**src/rtl/cpu_core_param.sv**
```systemverilog
// cpu_core_param: parametrised accumulator CPU with internal sequencer and a ready-handshake memory port
module cpu_core_param #(
    parameter int DATA_WIDTH = 8,
    parameter int ADDR_WIDTH = 5
) (
    input  logic                  clk,
    input  logic                  rst_,
    input  logic                  go,
    output logic [ADDR_WIDTH-1:0] mem_addr,
    output logic                  mem_rd,
    output logic                  mem_wr,
    output logic [DATA_WIDTH-1:0] mem_wdata,
    input  logic [DATA_WIDTH-1:0] mem_rdata,
    input  logic                  mem_ready,
    output logic                  halt,
    output logic                  instr_done,
    output logic [DATA_WIDTH-1:0] acc_out,
    output logic [ADDR_WIDTH-1:0] pc_out,
    output logic                  carry
);
    if (DATA_WIDTH < ADDR_WIDTH + 3) begin : g_width_check
        $error("DATA_WIDTH must be at least ADDR_WIDTH+3");
    end
    typedef enum logic [2:0] {IDLE, FETCH, EXEC, OPRD, OPWR, HALTED} state_t;
    typedef enum logic [2:0] {OP_HLT, OP_SKZ, OP_ADD, OP_AND, OP_XOR, OP_LDA, OP_STO, OP_JMP} opcode_t;
    state_t                state;
    opcode_t               op;
    logic [ADDR_WIDTH-1:0] pc;
    logic [ADDR_WIDTH-1:0] opnd;
    logic [DATA_WIDTH-1:0] acc;
    logic [DATA_WIDTH:0]   sum;
    logic                  zero;
    logic                  operand_phase;
    // ir is kept as its two live fields; the bits between them never reach any logic
    assign sum           = {1'b0, acc} + {1'b0, mem_rdata};
    assign zero          = (acc == '0);
    assign operand_phase = (state == OPRD) || (state == OPWR);
    always_ff @(posedge clk or negedge rst_) begin
        if (!rst_) begin
            state <= IDLE;
            op    <= OP_HLT;
            opnd  <= '0;
            pc    <= '0;
            acc   <= '0;
            carry <= 1'b0;
        end else begin
            unique case (state)
                IDLE: state <= FETCH;
                FETCH: if (mem_ready) begin
                    op    <= opcode_t'(mem_rdata[DATA_WIDTH-1 -: 3]);
                    opnd  <= mem_rdata[ADDR_WIDTH-1:0];
                    pc    <= pc + ADDR_WIDTH'(1);
                    state <= EXEC;
                end
                EXEC: unique case (op)
                    OP_HLT: state <= HALTED;
                    OP_SKZ: begin
                        pc    <= zero ? pc + ADDR_WIDTH'(1) : pc;
                        state <= FETCH;
                    end
                    OP_JMP: begin
                        pc    <= opnd;
                        state <= FETCH;
                    end
                    OP_STO: state <= OPWR;
                    default: state <= OPRD;
                endcase
                OPRD: if (mem_ready) begin
                    unique case (op)
                        OP_ADD: {carry, acc} <= sum;
                        OP_AND: acc <= acc & mem_rdata;
                        OP_XOR: acc <= acc ^ mem_rdata;
                        default: acc <= mem_rdata;
                    endcase
                    state <= FETCH;
                end
                OPWR: state <= mem_ready ? FETCH : OPWR;
                HALTED: state <= go ? FETCH : HALTED;
                default: state <= IDLE;
            endcase
        end
    end
    assign mem_rd     = (state == FETCH) || (state == OPRD);
    assign mem_wr     = (state == OPWR);
    assign mem_addr   = (state == FETCH) ? pc : operand_phase ? opnd : '0;
    assign mem_wdata  = acc;
    assign halt       = (state == HALTED);
    assign instr_done = ((state == EXEC) && (op == OP_HLT || op == OP_SKZ || op == OP_JMP))
                      || (operand_phase && mem_ready);
    assign acc_out    = acc;
    assign pc_out     = pc;
endmodule

```
**config.mk**
```make
export PLATFORM = sky130hd
export DESIGN_NAME = cpu_core_param
export DESIGN_NICKNAME = d
export VERILOG_FILES = /design/src/rtl/cpu_core_param.sv
export SDC_FILE = /design/constraint.sdc
export NUM_CORES = 1
export LEC_CHECK = 0
export CORE_MARGIN = 2
export CORE_UTILIZATION = 47
export DETAILED_ROUTE_END_ITERATION = 12
export PLACE_DENSITY = 0.77
export SLEW_MARGIN = 10
export SYNTH_ARGS = -nofsm -noshare
export SYNTH_HDL_FRONTEND = slang
export SYNTH_SLANG_ARGS = --single-unit
```
**constraint.sdc**
```tcl
create_clock -name clk -period 2 [get_ports clk]
set_input_delay 0.4 -clock clk [delete_from_list [all_inputs] [get_ports clk]]
set_output_delay 0.4 -clock clk [all_outputs]
set_load 0.01 [all_outputs]
```
==> results.sh, run 1 <==
export IMPL_cp_max_fo=4
export IMPL_rrSetupSlack_ns=0.10
export IMPL_drc=0
export IMPL_wirelength_met1_um=2600
export IMPL_synthSimpleGateAreaFrac_pct=20.3
export IMPL_cp_data_required_time_ns=1.60
export IMPL_worstHoldPathType="input pin to asynchronous set/reset pin"
export IMPL_p_leak_uw=0.00123
export IMPL_crit_path_end_kind="output pin"
export IMPL_synth_enable_flop_cells=0
export IMPL_io_buffers=42
export IMPL_setup_violations=0
export IMPL_diodes=0
export IMPL_track_usage_pct=24.5
export IMPL_synth_compound_area_share_pct=25.2
export IMPL_clk_path_buf_depth=2
export IMPL_antenna_found_initial=0
export IMPL_syn_area_per_cell_um2=8.53
export IMPL_globalplace_congestion=0.877
export IMPL_dr_pass1_iters=4
export IMPL_r2r_end="acc_out[4]$_DFFE_PN0P_"
export IMPL_finalMaxSlewViolations=0
export IMPL_reg2regPathDepth=7
export IMPL_grt_max_degree=26
export IMPL_fmax_mhz=517
export IMPL_crit_slowest_cell="dfrtp_2"
export IMPL_overflow=0
export IMPL_num_rows=24
export IMPL_num_nets_final=333
export IMPL_maxCapViolCount=0
export IMPL_fin_crit_sh_pct=96.8
export IMPL_root_buffer="clkbuf_8"
export IMPL_cts_sinks=25
export IMPL_initial_core_util_pct=48.0
export IMPL_synth_xor_xnor_area_share_pct=2.12
export IMPL_worstPathCellList="buf_4 -> nor2b_2 -> a21oi_1 -> o21ai_0 -> dlygate4sd2_1"
export IMPL_min_period_ns=1.94
export IMPL_viasPerCell=5.99
export IMPL_rsz0062_at_grt="no"
export IMPL_ctsHoldBuffers=0
export IMPL_dpl_cell_area_mm2=0.00272
export IMPL_powerDensity_mw_per_mm2=1630
export IMPL_outcome="finished clean"
export IMPL_path_clk_slew_ns=0.10
export IMPL_start_kind="flip-flop"
export IMPL_wl_per_cell_um=16.3
export IMPL_stdcell_area_mm2=0.00279
export IMPL_grt_pass1_wl_um=9800
export IMPL_drive_gt1_share_pct=24.6
export IMPL_worstSetupPathType="flip-flop to output pin"
export IMPL_whs_ns=0.492
export IMPL_fp_coreArea_mm2=0.00429
export IMPL_yosys_area_share_adder_pct=7.03
export IMPL_slew_headroom_pct=75.4
export IMPL_nFillCells=364
export IMPL_yosysSeqAreaShare_pct=30.3
export IMPL_final_antenna_net_count=0
export IMPL_grt_pass1_vias=2064
export IMPL_drtIter0Drc=162
export IMPL_r2r_start="acc_out[1]$_DFFE_PN0P_"
export IMPL_htree_levels=1
export IMPL_skew_ns=0.00724
export IMPL_via_count=2163
export IMPL_synthFlopType="dfrtp_1"
export IMPL_muxShareOfSynthArea_pct=6.06
export IMPL_cts_tree="yes"
export IMPL_slowest_delay_ns=0.44
export IMPL_synth_cells=242
export IMPL_synth_nets=265
export IMPL_yosysUniqueCellTypes=55
export IMPL_ios=43
export IMPL_async_flop_share_pct=100
export IMPL_synth_cell_area_mm2=0.00206
export IMPL_synth_seq_cells=25
export IMPL_max_slew_worst_pin_slew_ns=0.366
export IMPL_met2RoutedLength_um=2870
export IMPL_dpl_hpwl_um=4260
export IMPL_cts_buffers_inserted=3
export IMPL_critical_path_arrival_ns=1.54
export IMPL_syn_to_final_growth_pct=35.2
export IMPL_clk_latency_ns=0.27
export IMPL_hold_viol_final=0
export IMPL_maxUsedRoutingLayer="met4"
export IMPL_synth_top_family_by_area="compound AO/OA/AOI/OAI gates"
export IMPL_die_x_um=70.3
export IMPL_ir_worst_vdd_mv=0.872
export IMPL_route_met3_wl_um=317
export IMPL_ys_warnings_count=0
export IMPL_finalWirelength_um=5870
export IMPL_chipHeight_um=70.3
export IMPL_dieArea_mm2=0.00494
layout by cell type (no fill, tap or decap), drive strengths merged, types with 2 or more instances in the layout:
cell type	instances
buf	45
clkdlybuf4s50	32
nand2	26
dfrtp	25
o21ai	25
a21oi	18
inv	10
ha	10
mux2i	8
nand3	8
nor2	7
o31ai	6
nor2b	6
clkbuf	6
o22ai	5
dlygate4sd2	5
a211oi	5
nand2b	5
nor4	4
a31oi	4
mux2	4
nand3b	3
xor2	3
and3	3
and2b	2
a22oi	2
o211ai	2
or2	2
a221oi	2
a21o	2
xnor2	2
a22o	2
a222oi	2
nor3b	2
nor3	2
registers in the layout, summed over array words and instances, names as in the netlist:
signal   flops
opnd         5
pc_out       5
state        3
op           3
carry        1
acc_out      8
worst max path at each step:
stage,startpoint,end,slack (ns),cells past startpoint
final,state[2]$_DFFE_PN0P_,mem_addr[3],0.06,5
after global routing,mem_rdata[1],acc_out[5]$_DFFE_PN0P_,0.002,8
after CTS,state[1]$_DFFE_PN0P_,mem_addr[2],0.02,6
after detailed placement,mem_rdata[0],acc_out[6]$_DFFE_PN0P_,-0.48,9
after global placement,mem_rdata[0],acc_out[4]$_DFFE_PN0P_,-0.44,9
after floorplan,acc_out[0]$_DFFE_PN0P_,acc_out[4]$_DFFE_PN0P_,0.05,8
report_power, final:
part,internal (uW),switching (uW)
sequential,753,289
combinational,1610,1590
clock,141,173
stage by stage:
step / total power [uW] / setup slack, ns / setup TNS, ns / utilization, % / instances
floorplan: 2940 / 0.0469 / 0 / - / 242
global placement: 4140 / -0.442 / -2.37 / 63.3 / 356
detailed placement: 4230 / -0.482 / -2.69 / 63.3 / 356
CTS: 4540 / 0.0214 / 0 / 65.0 / 361
global route: 4920 / 0.00163 / 0 / 64.9 / 361
finish: 4550 / 0.0641 / 0 / 64.9 / 361
cells in the mapped netlist (6+ instances only):
library cell  count  area, um2
nand3_1           7       35.0
buf_4            10       75.1
o21ai_0          23        115
nor2b_1           6       37.5
inv_1             9       33.8
mux2i_1           8       80.1
buf_2             8       40.0
dfrtp_1          25        626
a21oi_1          18       90.1
nand2_1          26       97.6
nor2_1            7       26.3
ha_1             10        125
layout make-up:
type / count / area [um2] / area share, %
multi-input combinational: 184 / 1290 / 46.4
clock buffer: 3 / 41.3 / 1.48
timing repair buffer: 85 / 712 / 25.5
sequential: 25 / 628 / 22.5
clock inverter: 1 / 7.51 / 0.269
inverter: 11 / 41.3 / 1.48
tap: 52 / 65.1 / 2.33
cell families after synthesis:
group / after synthesis
compound gates: 82
xor+xnor: 5
fa+ha+maj: 11
buf+inv: 33
flops: 25
mux: 12
simple gates: 74
worst max-delay path: cells and delay by family (launching register included):
family	cells	cell delay, ns
buffers and inverters	2	0.44
DFF	1	0.44
AOI/OAI and AO/OA	2	0.21
and+or+nand+nor	1	0.17
timing repair:
item                                    4_1_cts  5_1_grt
buffers inserted                              1        0
gates resized for setup                      25        8
endpoints found under the setup margin       13       10
pin swaps                                     3        5
per-layer routing:
layer	global-route usage (%)	vias to the layer above
li1	-	1023
met1	33.8	1043
met2	39.2	87
met3	3.03	10
met4	9.19	0
met5	0	-
Power figures use the tool's default switching activity.
==> run 2: changes to the inputs <==
--- a/config.mk
+++ b/config.mk
@@ -7,6 +7,7 @@
 export LEC_CHECK = 0
 export CORE_MARGIN = 2
 export CORE_UTILIZATION = 47
+export CTS_CLUSTER_SIZE = 10
 export DETAILED_ROUTE_END_ITERATION = 12
 export PLACE_DENSITY = 0.77
 export SLEW_MARGIN = 10
==> results of run 2 <==
Final layout, timing and power as in run 1 (identical DEF).
==> run 3: changes to the inputs <==
--- a/config.mk
+++ b/config.mk
@@ -9,7 +9,8 @@
 export CORE_UTILIZATION = 47
 export CTS_CLUSTER_SIZE = 10
 export DETAILED_ROUTE_END_ITERATION = 12
-export PLACE_DENSITY = 0.77
+export PLACE_DENSITY_LB_ADDON = 0.05
+export RECOVER_POWER = 25
 export SLEW_MARGIN = 10
 export SYNTH_ARGS = -nofsm -noshare
 export SYNTH_HDL_FRONTEND = slang
==> run 3 against run 2 <==
Die area unchanged. Utilization increased by 1.3 points. Register-to-register slack better by 0.03 ns. Combinational power about the same. Clock power up 7.0%. Critical path type unchanged. Largest power group unchanged.
==> results.sh, run 3 (synthesis results as in run 1) <==
export IMPL_final_antenna_net_count=0
export IMPL_maxCapViolCount=0
export IMPL_htree_levels=1
export IMPL_crit_start="state[1]$_DFFE_PN0P_"
export IMPL_crit_slowest_cell="dfrtp_1"
export IMPL_chipHeight_um=70.3
export IMPL_cts_tree="yes"
export IMPL_timing_final_ws_setup_ns=0.0487
export IMPL_worstPathCellList="buf_4 -> nor2b_2 -> a21oi_1 -> o21ai_0 -> dlygate4sd2_1"
export IMPL_hp_start="carry$_DFFE_PN0P_"
export IMPL_p_leak_uw=0.00127
export IMPL_largest_reg_flops=8
export IMPL_worstSetupPathType="flip-flop to output pin"
export IMPL_io_buffers=42
export IMPL_slowest_delay_ns=0.39
export IMPL_r2r_start="acc_out[1]$_DFFE_PN0P_"
export IMPL_ctsHoldBuffers=0
export IMPL_min_period_ns=1.95
export IMPL_root_buffer="clkbuf_8"
export IMPL_clk_path_buf_depth=2
export IMPL_grt_max_degree=26
export IMPL_finalMaxSlewViolations=0
export IMPL_grt_pass1_wl_um=9710
export IMPL_track_usage_pct=24.8
export IMPL_nFillCells=377
export IMPL_regArea_um2=627
export IMPL_max_slew_worst_pin_slew_ns=0.685
export IMPL_syn_to_final_growth_pct=37.8
export IMPL_dr_pass1_iters=4
export IMPL_num_rows=24
export IMPL_skew_ns=0.00344
export IMPL_multi_input_area_mm2=0.00133
export IMPL_fmax_mhz=512
export IMPL_overflow=0
export IMPL_fin_tns_setup_ns=0
export IMPL_crit_path_end_kind="output pin"
export IMPL_setup_violations=0
export IMPL_final_common_cell="buf_4"
export IMPL_slew_headroom_pct=54.3
export IMPL_viasPerCell=5.80
export IMPL_drive_gt1_share_pct=26.0
export IMPL_cp_max_fo=8
export IMPL_dieArea_mm2=0.00494
export IMPL_rsz0062_at_grt="yes"
export IMPL_critical_path_arrival_ns=1.55
export IMPL_antenna_found_initial=0
export IMPL_instances_no_fill=364
export IMPL_grt_pass1_vias=1994
export IMPL_die_x_um=70.3
export IMPL_clk_latency_ns=0.29
export IMPL_dpl_cell_area_mm2=0.00274
export IMPL_stdcell_area_mm2=0.00284
export IMPL_cts_buffers_inserted=3
export IMPL_globalplace_congestion=0.916
export IMPL_num_nets_final=336
export IMPL_powerDensity_mw_per_mm2=1620
export IMPL_final_cell_mix="45 x buf_4, 29 x clkdlybuf4s50_1, 26 x nand2_1, 24 x dfrtp_1, 22 x o21ai_0"
export IMPL_cts_sinks=25
export IMPL_hold_viol_final=0
export IMPL_via_count=2112
export IMPL_worstHoldPathType="flip-flop to flip-flop"
export IMPL_wl_per_cell_um=15.8
export IMPL_drc=0
export IMPL_cp_top_family="buffers and inverters"
export IMPL_finalWirelength_um=5760
export IMPL_start_kind="flip-flop"
export IMPL_initial_core_util_pct=48.0
export IMPL_drtIter0Drc=172
export IMPL_path_clk_slew_ns=0.10
export IMPL_ios=43
export IMPL_dpl_hpwl_um=4280
export IMPL_outcome="finished clean"
export IMPL_fp_coreArea_mm2=0.00429
export IMPL_cp_data_required_time_ns=1.60
export IMPL_fin_crit_sh_pct=97.6
export IMPL_ir_worst_vdd_mv=0.646
export IMPL_power_uw=4600
export IMPL_post_place_ws_ns=-0.480
export IMPL_critPathBufInv=2
export IMPL_numPlacedInstances=359
export IMPL_diodes=0
==> run 3: cell types whose count changed in the layout (fill, tap and decap cells not counted), sizes merged <==
| cell | before | now |
|---|---|---|
| buf | 45 | 49 |
| dlymetal6s2s | 0 | 2 |
| dlygate4sd3 | 0 | 1 |
| clkdlybuf4s50 | 32 | 29 |
| clkbuf | 6 | 5 |
==> run 3: tightest hold or removal path, stage by stage, from the launching register on <==
cell,delay [ns]
dfrtp_1,0.36
nor2_1,0.05
a21oi_1,0.11
==> run 3: worst paths after layout <==
kind                                                to  slack (ns)  cells after the start
worst max-delay path                       mem_addr[3]        0.05                      5
worst min-delay path                 carry$_DFFE_PN0P_        0.55                      2
worst max register to register  acc_out[4]$_DFFE_PN0P_        0.13                      7
worst min register to register       carry$_DFFE_PN0P_        0.55                      2
max in group asynchronous         state[0]$_DFFE_PN0P_        0.84                      2
min in group asynchronous       acc_out[5]$_DFFE_PN0P_        0.68                      2
==> run 3: cell type report <==
cell class                      count  area share [%]
Clock inverter                      1           0.264
Timing Repair Buffer               88            25.9
Clock buffer                        3            1.45
Inverter                           11            1.45
Sequential cell                    25            22.0
Tap cell                           52            2.29
Multi-Input combinational cell    184            46.6
==> run 3: timing repair <==
action | CTS | global route
pin swaps | 4 | 5
buffers inserted | 1 | 0
setup endpoints to repair | 15 | 12
resized for setup | 23 | 20
endpoints found under the hold margin | 0 | 0
==> run 3: per-stage QoR <==
stage / util [%] / hold WS (ns)
floorplan: - / 0.104
detailed placement: 63.8 / 0.533
CTS: 65.6 / 0.494
global placement: 63.8 / 0.514
finish: 66.2 / 0.551
global route: 66.2 / 0.543
==> run 3: layer usage <==
layer / GRT usage, % / wire length, um / vias up
li1: - / - / 1031
met1: 34.5 / 2710 / 1006
met2: 41.2 / 2720 / 70
met3: 2.45 / 274 / 5
met4: 6.41 / 58 / 0
met5: 0 / 0 / -
==> run 3: power breakdown <==
part / internal [uW] / switching, uW / total [uW]
Clock: 142 / 194 / 336
Sequential: 752 / 281 / 1030
Combinational: 1640 / 1590 / 3230
Total: 2530 / 2060 / 4600
==> edit 1 (config.mk and constraints of run 3) <==
Make the reset (`rst_`) synchronous in one clocked block.
--- a/src/rtl/cpu_core_param.sv
+++ b/src/rtl/cpu_core_param.sv
@@ -35,7 +35,7 @@
     assign sum           = {1'b0, acc} + {1'b0, mem_rdata};
     assign zero          = (acc == '0);
     assign operand_phase = (state == OPRD) || (state == OPWR);
-    always_ff @(posedge clk or negedge rst_) begin
+    always_ff @(posedge clk) begin
         if (!rst_) begin
             state <= IDLE;
             op    <= OP_HLT;
Formal check against the unedited RTL: differs if rst_ is asserted again (counterexample within 4 cycles, from zero or initial values and one cycle with rst_ low); with rst_ held inactive, the same outputs for 10 cycles.
==> edit 1 against run 3 <==
  * Final area decreased by 2.2%
  * Synthesized cell count increased by 4.5%
  * Sequential cell count unchanged
  * Via count increased by 1.0%
  * Register-to-register slack got worse by 0.04 ns
  * Area after synthesis decreased by 3.9%
  * Worst setup slack improved by 0.0067 ns
  * Routed wire length increased by 2.4%
  * Critical endpoint is now mem_addr[0]
  * Highest routed layer unchanged
Power is left out: it rests on default switching activity, and per cell area and clock period it moved more than threefold.
==> edit 1: results (changes against run 3) <==
WL/cell 15.7 µm (-0.89%); Clock Path Buffers 2 (unchanged); status finished clean; top post-synthesis cells by area dfxtp_1, a21oi_1, ha_1, nand2_1, buf_4; Final #Nets 350 (+4.2%); worst relative slew slack 0.727 (+0.183); H-Tree Level Count 1 (unchanged); Worst-path clk slew 0.10 ns (about the same); post-synth net total 276 (+4.2%); max reg flops 8 (unchanged); largest net degree at the start of global routing 25 (-3.8%); global placer's final weighted congestion 0.905 (-1.2%); max incr delay on CP 0.34 ns (-0.05 ns); initial antenna violation count 0 (unchanged); register area share after synthesis 0.253 (-0.0507); global-route usage over all layers 0.267 (+0.0186); DR vias/cell 5.68 (-2.2%); fraction of layout cells with a size suffix above 1 0.258 (-0.00195); GRT met2 Usage 0.457 (+0.0448); worst hold path class input pin to flip-flop; vias in the first global route 2,002 (+0.40%); met1 Use GR 0.355 (+0.0102); clock root buffer clkbuf_8; pre-CTS setup slack -0.398 ns (+0.0816 ns); Num CTS Buffers 3 (unchanged); Post-DRT Antenna Nets 0 (unchanged); initial detailed-routing violation count 136 (-21%); slowest library cell on the worst path dfxtp_2; IO buf count 42 (unchanged); Post-synth top cells a21oi_1, nand2_1, dfxtp_1; 1st-pass router iterations 4 (unchanged); crit path DAT 1.54 ns; asr flop ratio synth 0 (-1.00); DP Wirelength 4.47 mm (+4.3%); worst-path fanout max 6 (-2); clk_lat worst skew 0.29 ns (about the same); clock skew 0.00716 ns (+0.00373 ns); grt met3 use 0.0341 (+0.00956); first-pass GRT wire length 9.49 mm (-2.2%); Syn. warnings 0 (unchanged); number of library cell types mapped by synthesis 54 (-1.8%); dpl cell area 2660 µm² (-3.1%); diode count 0 (unchanged)
-- edit 1: kinds of logic (layout without fill, tap and decap cells) --
group / after synthesis / after routing / share of synthesized area
flip-flops: 25 / 25 / 0.253
multiplexers: 3 / 3 / 0.0158
adder cells (fa/ha/maj): 11 / 11 / 0.0732
AO/OA/AOI/OAI: 88 / 89 / 0.305
buffers and inverters: 34 / 106 / 0.105
AND/OR/NAND/NOR: 87 / 87 / 0.227
XOR/XNOR: 5 / 5 / 0.0221
-- edit 1: final timing paths --
path | startpoint | to | slack [ns] | cells past startpoint
max | state[0] | mem_addr[0] | 0.06 | 6
min | mem_rdata[1] | opnd[1] | 0.48 | 3
max reg2reg | acc_out[0] | acc_out[2] | 0.09 | 8
min reg2reg | opnd[3] | opnd[3] | 0.48 | 2
-- edit 1: per-layer routing --
layer	vias up	wire length [µm]
met4	0	59
met2	71	2750
met5	-	0
met1	988	2710
met3	5	371
li1	1070	-
-- edit 1: worst max-delay path: cells and delay by family (launching register included) --
kind                   cells  cell delay (ns)
buffers and inverters      3             0.51
AOI/OAI and AO/OA          2             0.36
and+or+nand+nor            1             0.05
DFF                        1             0.34
-- edit 1: metrics by stage --
step / util / std cells / hold slack [ns]
floorplan: - / 253 / 0.447
global placement: 0.659 / 369 / 0.471
detailed placement: 0.659 / 369 / 0.478
CTS: 0.679 / 375 / 0.493
global route: 0.690 / 376 / 0.497
finish: 0.690 / 376 / 0.485
-- edit 1: cell type report --
class | count | area, µm²
inverter | 10 | 37.5
multi-input combinational | 195 | 1360
sequential | 25 | 505
clock buffer | 3 | 41.3
fill | 362 | 1250
clock inverter | 1 | 7.51
tap | 50 | 62.6
timing repair buffer | 92 | 769
-- edit 1: what timing repair did --
| action | in CTS | in global routing |
|---|---|---|
| hold buffers | 0 | 0 |
| setup endpoints to repair | 14 | 15 |
| setup buffers | 2 | 0 |
| gates resized for setup | 21 | 19 |
| cloned | 0 | 1 |
| pin swaps | 3 | 1 |
==> edit 2 (flow settings as in run 3) <==
Without the edit above. Set the parameter `ADDR_WIDTH` to 4 (it was 5).
--- a/src/rtl/cpu_core_param.sv
+++ b/src/rtl/cpu_core_param.sv
@@ -1,7 +1,7 @@
 // cpu_core_param: parametrised accumulator CPU with internal sequencer and a ready-handshake memory port
 module cpu_core_param #(
     parameter int DATA_WIDTH = 8,
-    parameter int ADDR_WIDTH = 5
+    parameter int ADDR_WIDTH = 4
 ) (
     input  logic                  clk,
     input  logic                  rst_,
Interface: changed (resized mem_addr and pc_out); port bits go from 43 to 41. No check against the original RTL was run, so the function may have changed too.
==> edit 2 against run 3 <==
  * Largest cell class unchanged
  * Area after synthesis is 8.2% lower
  * Final area is 8.1% lower
  * Fmax is 1.4% higher
  * Routed wire length is 11% lower
  * Via count is 9.0% lower
  * Worst setup slack better by 0.027 ns
  * Total power is 7.8% lower
  * Utilization is 0.099 points higher
  * Sequential cell count is 2 lower
  * Sequential share of layout area is 0.064 points higher
==> edit 2: results (changes against run 3) <==
status finished clean; max reg flops 8 (unchanged); P_leak 1.17 nW (-7.8%); worst relative slew slack 0.591 (+0.0474); global-route usage over all layers 0.247 (-0.000679); largest net degree at the start of global routing 24 (-7.7%); diode count 0 (unchanged); Num CTS Buffers 3 (unchanged); setup violators final 0 (unchanged); IO buf count 40 (-4.8%); register area share after synthesis 0.304 (+0.000617); top post-synthesis cells by area dfrtp_1, ha_1, nand2_1, mux2i_1, a21oi_1; vias in the first global route 1,833 (-8.1%); Final Non-Filler Cells 340 (-6.6%); first-pass GRT wire length 8.62 mm (-11%); clock root buffer clkbuf_8; post-synth net total 242 (-8.7%); initial antenna violation count 0 (unchanged); Final #Nets 314 (-6.5%); crit path DAT 1.52 ns (-0.03 ns); worst hold path class flip-flop to flip-flop; Post-synth top cells nand2_1, dfrtp_1, a21oi_1; clock skew 0.00475 ns (+0.00131 ns); fillers 350 (-7.2%); H-Tree Level Count 1 (unchanged); clk_lat worst skew 0.27 ns (-0.02 ns); fraction of layout cells with a size suffix above 1 0.276 (+0.0162); Syn. warnings 0 (unchanged); global placer's final weighted congestion 0.871 (-4.9%); initial detailed-routing violation count 77 (-55%); CP delay by family, top buffers and inverters; slowest library cell on the worst path clkdlybuf4s50_1; number of library cell types mapped by synthesis 55 (unchanged); pre-CTS setup slack -0.523 ns (-0.0436 ns); WL/cell 15.1 µm (-4.5%); DR vias/cell 5.65 (-2.6%); DP Wirelength 3.85 mm (-10%); max incr delay on CP 0.53 ns (+0.14 ns); Clock Path Buffers 2 (unchanged); placed cell count 330 (-8.1%); worst vdd ir 774 µV (+20%); Worst-path clk slew 0.09 ns; worst-path fanout max 5 (-3); 1st-pass router iterations 4 (unchanged); cells after synthesis 219 (-9.5%)
-- edit 2: final cells by class --
class                           count  area share
Tap cell                           50      0.0239
Multi-Input combinational cell    166       0.449
Clock inverter                      1     0.00191
Clock buffer                        3      0.0158
Sequential cell                    23       0.221
Inverter                           11      0.0158
Timing Repair Buffer               86       0.273
-- edit 2: routing by layer --
metal,share of wire,vias to the layer above,global-route usage
met5,0,-,0
met2,0.48,53,0.400
met1,0.48,924,0.352
met3,0.037,4,0.0233
li1,-,941,-
met4,0.0088,0,0.0663
-- edit 2: worst paths after layout --
check	from	endpoint	slack, ns	cells past startpoint
max reg2reg	acc_out[0]	acc_out[6]	0.12	9
max in group asynchronous	rst_	state[2]	0.90	2
min reg2reg	state[1]	state[1]	0.51	1
min in group asynchronous	rst_	acc_out[6]	0.67	2
max	state[2]	mem_rd	0.08	4
min	state[1]	state[1]	0.51	1
-- edit 2: kinds of logic after synthesis --
logic type               share of synthesized area
AO/OA/AOI/OAI                                0.248
buffers and inverters                       0.0911
adder cells (fa/ha/maj)                     0.0766
AND/OR/NAND/NOR                              0.178
XOR/XNOR                                    0.0185
multiplexers                                0.0832
flip-flops                                   0.304
-- edit 2: stage by stage --
stage	cell area [µm²]	hold slack, ns
after floorplan	1890	0.104
after global placement	2530	0.521
after detailed placement	2530	0.523
after CTS	2610	0.507
after global routing	2620	0.551
final	2620	0.511
-- edit 2: power breakdown --
| part | internal, mW | switching, mW |
|---|---|---|
| Sequential | 0.691 | 0.265 |
| Clock | 0.139 | 0.164 |
| Combinational | 1.54 | 1.44 |
-- edit 2: what timing repair did --
item | CTS | global route
hold endpoints to repair | 0 | 0
gates resized for setup | 17 | 17
buffers inserted | 4 | 3
pin swaps | 4 | 5
setup endpoints to repair | 11 | 8
-- edit 2: worst register-to-register path, stage by stage (launching register included) --
cell and delay (ns):
dfrtp_1 0.37, ha_2 0.20, inv_2 0.04, fa_2 0.36
nor2b_2 0.16, o31ai_2 0.09, a21oi_2 0.21, buf_4 0.15
xnor2_1 0.11, o21ai_1 0.08
